$ cat src/rtl/wb_trace_monitor_pkg.sv
// Shared types and constants for the WB-stage trace monitor.
// The default widths mirror the CPU datapath the monitor is attached to.
package wb_trace_monitor_pkg;

    localparam int unsigned ZERO_REG   = 31;
    localparam int unsigned TRC_DATA_W = 64;
    localparam int unsigned TRC_REG_W  = 5;
    localparam int unsigned TRC_CYC_W  = 32;

    typedef enum logic [1:0] {
        ST_IDLE,
        ST_RUN,
        ST_HALTED,
        ST_TIMEOUT
    } mon_state_t;

    typedef struct packed {
        logic [TRC_REG_W-1:0]  rd;
        logic [TRC_DATA_W-1:0] data;
        logic [TRC_CYC_W-1:0]  cycle;
    } trace_entry_t;

endpackage

$ cat src/rtl/wb_trace_monitor_fifo.sv
// Synchronous trace FIFO with flush; head entry is presented while not empty.
// A pop on the same cycle frees a slot, so push+pop while full is accepted.
module wb_trace_monitor_fifo #(
    parameter int unsigned WIDTH = 8,
    parameter int unsigned DEPTH = 16
) (
    input  logic             clk_i,
    input  logic             rst_ni,
    input  logic             flush_i,
    input  logic             push_i,
    input  logic             pop_i,
    input  logic [WIDTH-1:0] data_i,
    output logic             full_o,
    output logic             empty_o,
    output logic [WIDTH-1:0] data_o
);

    localparam int unsigned AW = $clog2(DEPTH);

    logic [WIDTH-1:0] mem_q [DEPTH];
    logic [AW-1:0]    wr_ptr_q;
    logic [AW-1:0]    rd_ptr_q;
    logic [AW:0]      count_q;
    logic             do_push;
    logic             do_pop;

    always_comb begin
        full_o  = (count_q == (AW+1)'(DEPTH));
        empty_o = (count_q == '0);
        do_pop  = pop_i && !empty_o && !flush_i;
        do_push = push_i && !flush_i && (!full_o || do_pop);
        data_o  = mem_q[rd_ptr_q];
    end

    always_ff @(posedge clk_i or negedge rst_ni) begin
        if (!rst_ni) begin
            wr_ptr_q <= '0;
            rd_ptr_q <= '0;
            count_q  <= '0;
        end else if (flush_i) begin
            wr_ptr_q <= '0;
            rd_ptr_q <= '0;
            count_q  <= '0;
        end else begin
            if (do_push) wr_ptr_q <= wr_ptr_q + AW'(1);
            if (do_pop)  rd_ptr_q <= rd_ptr_q + AW'(1);
            count_q <= count_q + (AW+1)'(do_push) - (AW+1)'(do_pop);
        end
    end

    always_ff @(posedge clk_i) begin
        if (do_push) mem_q[wr_ptr_q] <= data_i;
    end

endmodule

$ cat src/rtl/wb_trace_monitor.sv
// Run monitor for the pipelined CPU: traces WB register writes into a FIFO,
// detects halt (PC stuck) and a cycle-budget timeout, and reports final status.
module wb_trace_monitor
    import wb_trace_monitor_pkg::*;
#(
    parameter int unsigned DATA_W      = TRC_DATA_W,
    parameter int unsigned REG_W       = TRC_REG_W,
    parameter int unsigned DEPTH       = 16,
    parameter int unsigned CYC_W       = TRC_CYC_W,
    parameter int unsigned TIMEOUT     = 1800,
    parameter int unsigned HALT_REPEAT = 4,
    parameter int unsigned FILTER_ZERO = 1
) (
    input  logic              clk,
    input  logic              rst,
    input  logic              arm,
    input  logic [DATA_W-1:0] pc_if,
    input  logic              wb_en,
    input  logic [REG_W-1:0]  wb_rd,
    input  logic [DATA_W-1:0] wb_data,
    output logic              trc_valid,
    input  logic              trc_ready,
    output logic [REG_W-1:0]  trc_rd,
    output logic [DATA_W-1:0] trc_data,
    output logic [CYC_W-1:0]  trc_cycle,
    output logic              running,
    output logic              done,
    output logic              timed_out,
    output logic [CYC_W-1:0]  cycle_cnt,
    output logic [CYC_W-1:0]  wr_count,
    output logic [CYC_W-1:0]  dropped
);

    localparam int unsigned SW = $clog2(HALT_REPEAT);

    typedef struct packed {
        logic [REG_W-1:0]  rd;
        logic [DATA_W-1:0] data;
        logic [CYC_W-1:0]  cycle;
    } entry_t;

    mon_state_t        state_q;
    logic [CYC_W-1:0]  cycle_cnt_q;
    logic [CYC_W-1:0]  wr_count_q;
    logic [CYC_W-1:0]  dropped_q;
    logic [SW-1:0]     stuck_q;
    logic [SW-1:0]     stuck_d;
    logic [DATA_W-1:0] pc_prev_q;
    logic              hist_vld_q;

    logic   capture;
    logic   pop;
    logic   drop;
    logic   flush;
    logic   halt;
    logic   tmo;
    logic   fifo_full;
    logic   fifo_empty;
    entry_t wr_entry;
    entry_t head;

    always_comb begin
        capture  = (state_q == ST_RUN) && wb_en &&
                   !((FILTER_ZERO != 0) && (wb_rd == REG_W'(ZERO_REG)));
        pop      = !fifo_empty && trc_ready;
        drop     = capture && fifo_full && !pop;
        flush    = arm && (state_q != ST_RUN);
        wr_entry = '{rd: wb_rd, data: wb_data, cycle: cycle_cnt_q};
        // No history on the first RUN cycle, so it can never count as stuck.
        stuck_d  = (hist_vld_q && (pc_if == pc_prev_q)) ? stuck_q + 1'b1 : '0;
        halt     = (stuck_d == SW'(HALT_REPEAT - 1));
        tmo      = (cycle_cnt_q == CYC_W'(TIMEOUT - 1));
    end

    wb_trace_monitor_fifo #(
        .WIDTH ($bits(entry_t)),
        .DEPTH (DEPTH)
    ) u_fifo (
        .clk_i   (clk),
        .rst_ni  (rst),
        .flush_i (flush),
        .push_i  (capture),
        .pop_i   (pop),
        .data_i  (wr_entry),
        .full_o  (fifo_full),
        .empty_o (fifo_empty),
        .data_o  (head)
    );

    always_ff @(posedge clk or negedge rst) begin
        if (!rst) begin
            state_q     <= ST_IDLE;
            cycle_cnt_q <= '0;
            wr_count_q  <= '0;
            dropped_q   <= '0;
            stuck_q     <= '0;
            pc_prev_q   <= '0;
            hist_vld_q  <= 1'b0;
        end else begin
            case (state_q)
                ST_RUN: begin
                    cycle_cnt_q <= (cycle_cnt_q == '1) ? cycle_cnt_q : cycle_cnt_q + 1'b1;
                    if (capture && wr_count_q != '1) wr_count_q <= wr_count_q + 1'b1;
                    if (drop && dropped_q != '1)     dropped_q  <= dropped_q + 1'b1;
                    stuck_q    <= stuck_d;
                    pc_prev_q  <= pc_if;
                    hist_vld_q <= 1'b1;
                    if (halt)     state_q <= ST_HALTED;
                    else if (tmo) state_q <= ST_TIMEOUT;
                end
                default: begin
                    if (arm) begin
                        state_q     <= ST_RUN;
                        cycle_cnt_q <= '0;
                        wr_count_q  <= '0;
                        dropped_q   <= '0;
                        stuck_q     <= '0;
                        hist_vld_q  <= 1'b0;
                    end
                end
            endcase
        end
    end

    always_comb begin
        trc_valid = !fifo_empty;
        trc_rd    = trc_valid ? head.rd    : '0;
        trc_data  = trc_valid ? head.data  : '0;
        trc_cycle = trc_valid ? head.cycle : '0;
        running   = (state_q == ST_RUN);
        done      = (state_q == ST_HALTED) || (state_q == ST_TIMEOUT);
        timed_out = (state_q == ST_TIMEOUT);
        cycle_cnt = cycle_cnt_q;
        wr_count  = wr_count_q;
        dropped   = dropped_q;
    end

endmodule

$ cat config.mk
export PLATFORM = sky130hd
export DESIGN_NAME = wb_trace_monitor
export DESIGN_NICKNAME = d
export VERILOG_FILES = /design/src/rtl/wb_trace_monitor_pkg.sv /design/src/rtl/wb_trace_monitor_fifo.sv /design/src/rtl/wb_trace_monitor.sv
export SDC_FILE = /design/constraint.sdc
export NUM_CORES = 2
export LEC_CHECK = 0
export CAP_MARGIN = 5
export CORE_UTILIZATION = 43
export DETAILED_ROUTE_END_ITERATION = 6
export SYNTH_ARGS = -nofsm -noshare
export SYNTH_HDL_FRONTEND = slang
export SYNTH_SLANG_ARGS = --single-unit
$ cat constraint.sdc
create_clock -name clk -period 17.1 [get_ports clk]
set_clock_uncertainty 0.2 [all_clocks]
set_input_delay 1.71 -clock clk [delete_from_list [all_inputs] [get_ports clk]]
set_output_delay 1.71 -clock clk [all_outputs]
set_load 0.1 [all_outputs]
==> results.md <==
- P&R area growth vs syn: 17.19%
- First-pass GRT wire length: roughly 250 mm
- DIE HEIGHT: roughly 410 um
- Origin of the worst setup path: u_fifo.rd_ptr_q[0]$_DFFE_PN0P_
- Count of pins over their slew limit: 0
- Placed cell areas: 76,680 um2
- Reg2Reg Setup Slack: 12.18 ns
- Total core area: 162,800 um2
- Worst skew pair latency: 0.81 ns
- Post-CTS sizing: 0
- 1st-iter DRT viols: 3,180
- Synthesis-stage register bit count: approximately 1.8k
- Synth Net Count: 3,579
- Setup Fix Bufs, Post-CTS: 0
- YS warnings: 0
- RSZ-0062 raised after global routing: no
- Sink Count: 1,794
- Mapped cell area: just over 70,000 um2
- Rows: 148
- Chip width: about 410 um
- Tcrit/Tclk final: 44.90%
- DRC: 0
- Nets: 4,007
- Tightest Pin Transition: 1.211 ns
- CP cell instances: buf_4 > buf_4 > mux4_2 > mux4_2 > and2_1 > clkdlybuf4s50_1
- Yosys cell types: 59
- Multi-input gate area: 16,830 um2
- Syn avg cell area: 20.59 um2
- Clock Path Buffers: 3
- Seq/Total Area, Yosys: between 70% and 80%
- HP Class: reg -> reg
- Max_slew headroom: 18.61%
- Reg area: ~53,000 um2
- DP Wirelength: 85.73 mm
- Worst Hold Launch: pc_prev_q[31]$_DFFE_PN0P_
- Leak pwr: 26.82 nW
- FFs w/ async S/R, synth: 9.922%
- Final hold vios: 0
- TritonCTS clock tree: built
- Initial core utilization: 43.33%
- DR vias: roughly 35k
- Status: finished, final reports clean
- Reg clk slew, reported paths: 0.05 ns
- Max-cap violations: 0
- Critical R2R Launch: u_fifo.count_q[2]$_DFF_PN0_
- Min Tclk post-route: ~7.7 ns
- Maximum VDD drop: 0.2248 mV
- Setup TNS: 0 ns
- Largest net degree at the start of global routing: 151
- Finished Cell Area: 82,660 um2
- Pwr Density: between 150 and 200 nW/um2
- # H-tree levels: 4
- Routed WL: 169.9 mm
- Worst Path Required: 15.19 ns
- TritonRoute pass-1 iters: 5
- Port Buffers: 338
- Clk root buf: clkbuf_16
- Worst setup path class: reg -> out
- Crit path DAT: approximately 5.8 ns
- Crit path largest cell delay: 1.03 ns
- Crit path buffers/inverters: 3
- Gpl congestion: 0.7866
- Top_reg_cell synth: edfxtp_1
- Slowest stage cell, crit path: dfrtp_4
- CP delay by family, top: buffers and inverters
- Cells after Synth: 3,426
- Hold buffers post-CTS: 0
- Routed wire per std cell: 27.43 um
- Crit path max fanout: 46
- Nature of the critical path endpoint: output port
- Post-synth EDFFs: 1,616
- TritonCTS Buffers: 186
- Die area: 165,700 um2
- Initial antenna violation count: 10
- Share of cells above drive strength 1: 22.09%
- Num ports: 339
- Max frequency: roughly 0.13 GHz
- Layout fillers: 12.94k
- GRT Total Usage: just over 20%
- Final setup violation count: 0
- CP Launch Type: flop
- Total grt overflow: 0
- Vias in the first global route: 36.44k
- Vias per cell: between 5 and 6
- Routed Antenna Nets: 0
## path summary, 6_finish.rpt
check                                                 endpoint  cells after the start
worst max-delay path                             trc_cycle[27]                      6
worst min-delay path                 pc_prev_q[31]$_DFFE_PN0P_                      2
worst max register to register     u_fifo.count_q[4]$_DFF_PN0_                     17
worst min register to register       pc_prev_q[31]$_DFFE_PN0P_                      2
max in group asynchronous       u_fifo.rd_ptr_q[3]$_DFFE_PN0P_                      2
min in group asynchronous             pc_prev_q[7]$_DFFE_PN0P_                      1
## cell usage in the layout (no fill, tap or decap), drive strengths merged, types with 5 or more instances in the layout
cell	n
edfxtp	1616
mux4	505
clkdlybuf4s50	332
clkbuf	243
nand2	234
dfrtp	178
and2	123
nor2	84
clkinv	79
buf	74
xor2	61
nand3	49
o21ai	47
inv	44
nand4	41
xnor2	37
a21oi	29
nor3	28
nor4	26
ha	14
and4	13
or3	12
and3	12
a31oi	12
bufinv	11
o31ai	10
o211ai	10
nand2b	9
mux2i	8
o22ai	7
or4	7
diode	6
a21o	6
clkinvlp	6
nor4b	5
a31o	5
## report_power, final
part | internal, mW | leakage, nW | switching [mW]
combinational | 2.01 | 7.05 | 3.92
sequential | 5.27 | 16.9 | 0.249
clock | 2.24 | 2.91 | 1.69
## flip-flops by register name, indices dropped and copies added (netlist names)
name	cells
stuck_q	2
wr_count	32
u_fifo.wr_ptr_q	4
pc_prev_q	64
u_fifo.count_q	5
u_fifo.rd_ptr_q	4
state_q	2
u_fifo.mem_q	1616
cycle_cnt	32
dropped	32
hist_vld_q	1
## cell usage after synthesis, types with 8 or more instances
| library cell | count | area [um2] |
|---|---|---|
| o21ai_0 | 47 | 235.2 |
| mux4_2 | 505 | 11370 |
| nand3_1 | 49 | 245.2 |
| nor2_1 | 84 | 315.3 |
| xnor2_1 | 37 | 324.1 |
| and4_1 | 13 | 113.9 |
| o31ai_1 | 10 | 75.07 |
| buf_1 | 19 | 71.32 |
| and2_1 | 122 | 763.2 |
| mux2i_1 | 8 | 80.08 |
| edfxtp_1 | 1616 | 48530 |
| nor3_1 | 28 | 140.1 |
| ha_1 | 14 | 175.2 |
| nand2b_1 | 9 | 56.30 |
| o211ai_1 | 9 | 67.56 |
| dfrtp_1 | 178 | 4454 |
| xor2_1 | 61 | 534.3 |
| a21oi_1 | 28 | 140.1 |
| a31oi_1 | 12 | 75.07 |
| nand2_1 | 233 | 874.6 |
| nor4_1 | 25 | 156.4 |
| and3_1 | 12 | 75.07 |
| clkbuf_1 | 109 | 409.1 |
| buf_2 | 39 | 195.2 |
| or3_1 | 12 | 75.07 |
| nand4_1 | 41 | 256.5 |
| inv_1 | 37 | 138.9 |
## routing by layer
metal / wire (um) / share of wire [%] / GRT usage (%)
met5: 13 / 0.0077 / 0
met4: 3418 / 2.0 / 5.138
met2: 80950 / 48 / 32.60
met3: 12150 / 7.2 / 4.921
met1: 73330 / 43 / 29.27
## final cells by class
cell class,count,area share (%)
clock buffer,242,6.035
antenna,6,0.01816
tap,2175,3.292
clock inverter,103,1.182
multi-input combinational,1428,20.36
timing repair buffer,407,4.830
inverter,37,0.1680
sequential,1794,64.12
## worst min-delay path, stage by stage (launching register included)
cell and delay [ns]:
dfrtp_1 0.35, nand2_1 0.05, nand2_1 0.06
## cell families (layout without fill, tap and decap cells)
kind of cell / count (synthesis) / in the layout / synth area share, %
other: 0 / 6 / 0
multiplexers: 514 / 514 / 16.25
XOR/XNOR: 98 / 98 / 1.217
adder cells (fa/ha/maj): 15 / 15 / 0.2767
AND/OR/NAND/NOR: 655 / 655 / 4.671
buffers and inverters: 204 / 789 / 1.155
AO/OA/AOI/OAI: 146 / 146 / 1.313
flip-flops: 1794 / 1794 / 75.11
## stage by stage
stage               instances  utilization, %  power (mW)  worst slack [ns]  hold WS (ns)
floorplan                3426               -       10.01             6.856        0.2539
global placement         5841           47.11       11.60             10.07        0.2764
detailed placement       5841           47.11       11.63             10.06        0.2821
CTS                      6186           50.77       15.57             9.173        0.2965
global route             6188           50.77       15.95             8.993        0.3145
finish                   6192           50.78       15.38             9.422        0.2933
No activity file was read; power rests on OpenSTA's default activity.
